## src/rtl/pcie_sym_pkg.sv

```systemverilog
// Shared PCIe symbol constants and framer state encoding.
// Imported by the TLP framer and by PKT_Detector.
package pcie_sym_pkg;

  localparam logic [7:0] K_STP    = 8'hFB;
  localparam logic [7:0] K_END    = 8'hFD;
  localparam logic [7:0] K_EDB    = 8'hFE;
  localparam logic [7:0] SYM_IDLE = 8'h00;

  typedef enum logic [2:0] {
    IDLE,
    STP,
    SEQ_HI,
    SEQ_LO,
    BODY,
    END,
    EDB,
    GAP
  } framer_state_t;

endpackage

```

## src/rtl/tlp_byte_shifter.sv

```systemverilog
// Parallel-load, MSB-first byte shift register for TLP payloads.
// Byte 0 sits in the top byte after load; each shift exposes the next.
module tlp_byte_shifter
  import pcie_sym_pkg::*;
#(
  parameter int W = 160
) (
  input  logic         clk,
  input  logic         reset,
  input  logic         load,
  input  logic         shift,
  input  logic [W-1:0] din,
  output logic [7:0]   cur_byte
);

  logic [W-1:0] data_q;
  logic [W-1:0] data_d;

  // load wins over shift; shifting fills with idle bytes
  always_comb begin
    data_d = data_q;
    if (load) begin
      data_d = din;
    end else if (shift) begin
      data_d = {data_q[W-9:0], SYM_IDLE};
    end
  end

  // payload register
  always_ff @(posedge clk or posedge reset) begin
    if (reset) begin
      data_q <= '0;
    end else begin
      data_q <= data_d;
    end
  end

  assign cur_byte = data_q[W-1 -: 8];

endmodule

```

## src/rtl/pcie_tlp_framer.sv

```systemverilog
// Serializes one parallel TLP into an STP..END/EDB framed byte stream.
// Optional TLP_FRAMER_SEQ_EN inserts a 12-bit sequence number after STP.
module pcie_tlp_framer
  import pcie_sym_pkg::*;
#(
  parameter int DATA_WIDTH    = 8,
  parameter int PKT_CNT_WIDTH = 4,
  parameter int OUT_PKT_WIDTH = 160,
  parameter int MIN_LEN       = 12,
  parameter int IDLE_GAP      = 2
) (
  input  logic                     clk,
  input  logic                     reset,
  input  logic                     tlp_valid,
  output logic                     tlp_ready,
  input  logic [OUT_PKT_WIDTH-1:0] tlp_data,
  input  logic [4:0]               tlp_len,
  input  logic                     tlp_abort,
  output logic [DATA_WIDTH-1:0]    data_out,
  output logic                     dataK_out,
  output logic [PKT_CNT_WIDTH-1:0] frame_cnt,
  output logic                     len_err
);

  localparam logic [4:0] MIN_L = 5'(MIN_LEN);
  localparam logic [4:0] MAX_L = 5'(OUT_PKT_WIDTH / 8);
  // the IDLE cycle that re-raises tlp_ready is the last gap symbol
  localparam logic [3:0] GAP_LOAD = 4'(IDLE_GAP - 2);

  framer_state_t state_q, state_d;
  logic [4:0]  rem_q, rem_d;
  logic [3:0]  gap_q, gap_d;
  logic        abort_q, abort_d;
  logic [DATA_WIDTH-1:0] data_out_q, data_out_d;
  logic        dataK_q, dataK_d;
  logic        ready_q, ready_d;
  logic [PKT_CNT_WIDTH-1:0] frame_cnt_q, frame_cnt_d;
  logic        len_err_q, len_err_d;
`ifdef TLP_FRAMER_SEQ_EN
  logic [11:0] seq_q, seq_d;
`endif

  logic       xfer;
  logic       legal;
  logic       load;
  logic       shift;
  logic [7:0] cur_byte;

  assign xfer  = tlp_valid & ready_q;
  assign legal = (tlp_len >= MIN_L) && (tlp_len <= MAX_L);

  tlp_byte_shifter #(
    .W(OUT_PKT_WIDTH)
  ) u_shifter (
    .clk      (clk),
    .reset    (reset),
    .load     (load),
    .shift    (shift),
    .din      (tlp_data),
    .cur_byte (cur_byte)
  );

  // next state, byte/gap counters and abort latch
  always_comb begin
    state_d   = state_q;
    rem_d     = rem_q;
    gap_d     = gap_q;
    abort_d   = abort_q;
    len_err_d = 1'b0;
    load      = 1'b0;
    unique case (state_q)
      IDLE: begin
        if (xfer) begin
          if (legal) begin
            state_d = STP;
            load    = 1'b1;
            rem_d   = tlp_len;
            abort_d = 1'b0;
          end else begin
            len_err_d = 1'b1;
          end
        end
      end
      STP: begin
        abort_d = abort_q | tlp_abort;
`ifdef TLP_FRAMER_SEQ_EN
        state_d = SEQ_HI;
`else
        state_d = BODY;
`endif
      end
      SEQ_HI: begin
        abort_d = abort_q | tlp_abort;
        state_d = SEQ_LO;
      end
      SEQ_LO: begin
        abort_d = abort_q | tlp_abort;
        state_d = BODY;
      end
      BODY: begin
        abort_d = abort_q | tlp_abort;
        if (rem_q == 5'd0) begin
          state_d = abort_d ? EDB : END;
        end
      end
      END, EDB: begin
        state_d = GAP;
        gap_d   = GAP_LOAD;
      end
      GAP: begin
        if (gap_q == 4'd0) begin
          state_d = IDLE;
        end else begin
          gap_d = gap_q - 4'd1;
        end
      end
    endcase
    if (state_d == BODY) begin
      rem_d = rem_q - 5'd1;
    end
  end

  // registered symbol, ready and counters for the upcoming state
  always_comb begin
    data_out_d  = DATA_WIDTH'(SYM_IDLE);
    dataK_d     = 1'b0;
    frame_cnt_d = frame_cnt_q;
    shift       = 1'b0;
    ready_d     = (state_d == IDLE);
`ifdef TLP_FRAMER_SEQ_EN
    seq_d       = seq_q;
`endif
    unique case (state_d)
      STP: begin
        data_out_d = DATA_WIDTH'(K_STP);
        dataK_d    = 1'b1;
      end
`ifdef TLP_FRAMER_SEQ_EN
      SEQ_HI: data_out_d = DATA_WIDTH'({4'h0, seq_q[11:8]});
      SEQ_LO: data_out_d = DATA_WIDTH'(seq_q[7:0]);
`endif
      BODY: begin
        data_out_d = DATA_WIDTH'(cur_byte);
        shift      = 1'b1;
      end
      END: begin
        data_out_d  = DATA_WIDTH'(K_END);
        dataK_d     = 1'b1;
        frame_cnt_d = frame_cnt_q + PKT_CNT_WIDTH'(1);
`ifdef TLP_FRAMER_SEQ_EN
        seq_d       = seq_q + 12'd1;
`endif
      end
      EDB: begin
        data_out_d = DATA_WIDTH'(K_EDB);
        dataK_d    = 1'b1;
      end
      default: ;
    endcase
  end

  // state and output registers
  always_ff @(posedge clk or posedge reset) begin
    if (reset) begin
      state_q     <= IDLE;
      rem_q       <= '0;
      gap_q       <= '0;
      abort_q     <= 1'b0;
      data_out_q  <= '0;
      dataK_q     <= 1'b0;
      ready_q     <= 1'b1;
      frame_cnt_q <= '0;
      len_err_q   <= 1'b0;
`ifdef TLP_FRAMER_SEQ_EN
      seq_q       <= '0;
`endif
    end else begin
      state_q     <= state_d;
      rem_q       <= rem_d;
      gap_q       <= gap_d;
      abort_q     <= abort_d;
      data_out_q  <= data_out_d;
      dataK_q     <= dataK_d;
      ready_q     <= ready_d;
      frame_cnt_q <= frame_cnt_d;
      len_err_q   <= len_err_d;
`ifdef TLP_FRAMER_SEQ_EN
      seq_q       <= seq_d;
`endif
    end
  end

  assign tlp_ready = ready_q;
  assign data_out  = data_out_q;
  assign dataK_out = dataK_q;
  assign frame_cnt = frame_cnt_q;
  assign len_err   = len_err_q;

endmodule

```

## config.mk

```make
export PLATFORM = sky130hd
export DESIGN_NAME = pcie_tlp_framer
export DESIGN_NICKNAME = d
export VERILOG_FILES = /design/src/rtl/pcie_sym_pkg.sv /design/src/rtl/tlp_byte_shifter.sv /design/src/rtl/pcie_tlp_framer.sv
export SDC_FILE = /design/constraint.sdc
export NUM_CORES = 1
export LEC_CHECK = 0
export ABC_AREA = 1
export ABC_CLOCK_PERIOD_IN_PS = 6230
export CAP_MARGIN = 20
export CORE_UTILIZATION = 50
export DETAILED_ROUTE_END_ITERATION = 16
export GPL_ROUTABILITY_DRIVEN = 0
export HOLD_SLACK_MARGIN = 0.06
export PLACE_DENSITY = 0.8
export SETUP_SLACK_MARGIN = 0.5
export SLEW_MARGIN = 40
export SYNTH_ARGS = -nofsm -noshare
export SYNTH_HDL_FRONTEND = slang
export SYNTH_HIERARCHICAL = 1
export SYNTH_SLANG_ARGS = --single-unit
```

## constraint.sdc

```tcl
create_clock -name clk -period 6.23 [get_ports clk]
set_input_delay 0.623 -clock clk [delete_from_list [all_inputs] [get_ports clk]]
set_output_delay 0.623 -clock clk [all_outputs]
set_load 0.01 [all_outputs]
```

==> metrics.cfg <==
[run_status]
status=finished, final reports clean

[worst_setup_path]
end_kind=flop
worstPathArrival_ns=3.76
critPathKind=reg -> reg
startpoint_type=flop
critPathMaxFanout=115
cp_data_required_time_ns=6.58

[yosys]
syn-instance-count=1071
synth_nets=1245
synth.avg_cell_area_sq_um=8.17
synth.area.top_cells=dfrtp_1, nand2_1, nand3_1, buf_4, buf_2
yosysWarnings=6
seq_area_frac_synth_pct=53.8
synth_area_leader_cell=dfrtp_1
netlist-cell-type-count=31
ys_seq_elements=188
synth_top_area_share_pct=53.5
syn_area_sq_um=8750

[sta]
period_needed_ns=3.41
setup_tns_ns=0
rsz0062_at_grt=no
final_max_slew_viol_count=0
maxSlewHeadroom_pct=45.7
hold_viol_final=0
setup_violations=0
tightest_slew_ns=0.814
max_freq_mhz=293
skew_ns=0.00769
final.setup.worst_slack_ns=2.82
fin_crit_sh_pct=54.7

[finish]
multiInputGateArea_sq_um=3480
diodes=0
area_growth_pct=27.3
final_cells=1441
fin_nets=1378
seq_area_sq_um=4710
num-fill-cells=1444
final_cell_area_sq_um=11100
drive_gt1_share_pct=4.85

[global_route]
grt_max_degree=117
grt_pass1_vias=7275
grt_pass1_wl_mm=35.2
gr-total-overflow=0
antenna_found_initial=0
grtUsageTotal_pct=24.7

[routing]
dr.first_iter.drc_count=618
ant_nets=0
wl_per_cell_microns=15.0
routed_wl_mm=21.6
drt_first_pass_iters=6
drc=0
via_per_inst=5.39
vias=7774

[power_and_ir_drop]
power.density_nw_per_um2=407
leakagePower_nw=5.39
ir_drop_uv=365
p_total_mw=4.54

[place]
hpwl_mm=13.9
dp_slack_ns=2.56
place_area_sq_um=10500
place_inst=1410
portBuffers=183

[clock_network]
cts_tree=done
cts_setup_buffers=0
clk-insertion-delay-late_ns=0.43
cts_root_buffer=clkbuf_16
cts_resized=0
cts_hold_buf=0
path_clk_slew_ns=0.07
htree_num_levels=4
cts_made_buffers=17
cts_buffer_depth=2
clock_sinks=188

[floorplan]
io_pins=184
core-area_sq_um=17200
die-area_sq_um=18000
row_count=48
fp.dieH_microns=134
die_w_microns=134
initial_utilization_pct=51.0

[min_path]
hold_class=reg -> reg

[flow_run]
cap_violations=0

layout make-up:
type                            instances  share of cell area (%)
Sequential cell                       188                    42.2
Clock inverter                         10                    1.27
Multi-Input combinational cell        771                    31.2
Timing Repair Buffer                  190                    17.3
Inverter                               36                    1.37
Clock buffer                           21                    4.13
Tap cell                              225                    2.53
power by group:
| group | total [mW] | switching, mW | internal, mW |
|---|---|---|---|
| logic | 1.67 | 1.09 | 0.584 |
| clock network | 1.11 | 0.456 | 0.651 |
| registers | 1.76 | 0.194 | 1.56 |
synth_stat cells:
| library cell | instances |
|---|---|
| a21oi_1 | 2 |
| buf_1 | 2 |
| buf_2 | 36 |
| buf_4 | 26 |
| buf_6 | 1 |
| clkbuf_1 | 11 |
| dfrtp_1 | 187 |
| dfstp_2 | 1 |
| ha_1 | 5 |
| inv_1 | 30 |
| inv_2 | 5 |
| inv_4 | 1 |
| mux2_2 | 1 |
| nand2_1 | 415 |
| nand2_2 | 3 |
| nand2_4 | 2 |
| nand3_1 | 299 |
| nand3_2 | 1 |
| nand3_4 | 1 |
| nand3b_1 | 1 |
| nand3b_4 | 1 |
| nand4_1 | 7 |
| nor2_1 | 10 |
| nor2_2 | 2 |
| nor2_4 | 3 |
| nor3_1 | 3 |
| o21ai_0 | 7 |
| o21ai_1 | 1 |
| o22ai_1 | 1 |
| xnor2_1 | 5 |
| xor2_1 | 1 |
placed cells by master, fill, tap and decap left out, drive strengths merged, types with 7 or more instances in the layout:
master / instances
nand2: 420
buf: 7
clkdlybuf4s50: 183
nand4: 7
nand3: 301
nor2: 15
o21ai: 8
inv: 36
clkbuf: 21
dfrtp: 187
registers in the layout, indices dropped and copies added (netlist names):
register,cells
data_out,8
abort_q,1
tlp_ready,1
frame_cnt,4
rem_q,5
len_err,1
state_q,3
u_shifter/data_q,160
dataK_out,1
gap_q,4
metrics by stage:
| step | hold slack, ns | util, % |
|---|---|---|
| floorplan | 0.443 | - |
| global placement | 0.455 | 61.1 |
| detailed placement | 0.459 | 61.3 |
| CTS | 0.474 | 64.8 |
| global route | 0.481 | 64.9 |
| finish | 0.469 | 64.9 |
logic make-up (layout without fill, tap and decap cells):
| family | count (synthesis) | count (layout) | share of synthesized area [%] |
|---|---|---|---|
| and+or+nand+nor | 748 | 748 | 37.6 |
| AOI/OAI and AO/OA | 11 | 11 | 0.643 |
| muxes | 1 | 1 | 0.129 |
| DFF | 188 | 188 | 53.8 |
| xor gates and xnor gates | 6 | 6 | 0.600 |
| buffers and inverters | 112 | 257 | 6.55 |
| adders and majority gates | 5 | 5 | 0.715 |
per-layer routing:
| metal | vias to the layer above | wire, microns | global-route usage (%) |
|---|---|---|---|
| met3 | 35 | 1320 | 3.97 |
| met5 | - | 0 | 0 |
| met1 | 3698 | 9340 | 34.5 |
| met4 | 0 | 476 | 8.74 |
| met2 | 296 | 10500 | 39.3 |
| li1 | 3745 | - | - |
path summary, 6_finish.rpt:
path	start	end	slack, ns	cells past startpoint
max	rem_q[0]$_DFFE_PP0P_	u_shifter/data_q[114]$_DFFE_PP0P_	2.82	17
min	frame_cnt[3]$_DFFE_PP0N_	frame_cnt[3]$_DFFE_PP0N_	0.47	1
max reg2reg	rem_q[0]$_DFFE_PP0P_	u_shifter/data_q[114]$_DFFE_PP0P_	2.82	17
min reg2reg	frame_cnt[3]$_DFFE_PP0N_	frame_cnt[3]$_DFFE_PP0N_	0.47	1
max in group asynchronous	reset	u_shifter/data_q[38]$_DFFE_PP0P_	4.41	3
min in group asynchronous	reset	data_out[3]$_DFF_PP0_	0.76	2
critical path, stage by stage (launching register included):
cell and delay (ns):
dfrtp_1 0.41, inv_1 0.11, ha_1 0.15, inv_1 0.04
nor2_1 0.13, nand2_1 0.10, nand2_1 0.07, nand2_1 0.10
nor2_1 0.23, nor2_4 0.10, nand3_4 0.16, inv_4 0.26
nor2_4 0.41, buf_8 0.21, buf_8 0.17, buf_12 0.38
nand2_1 0.12, nand3_1 0.10
(Power assumes the default switching activity.)
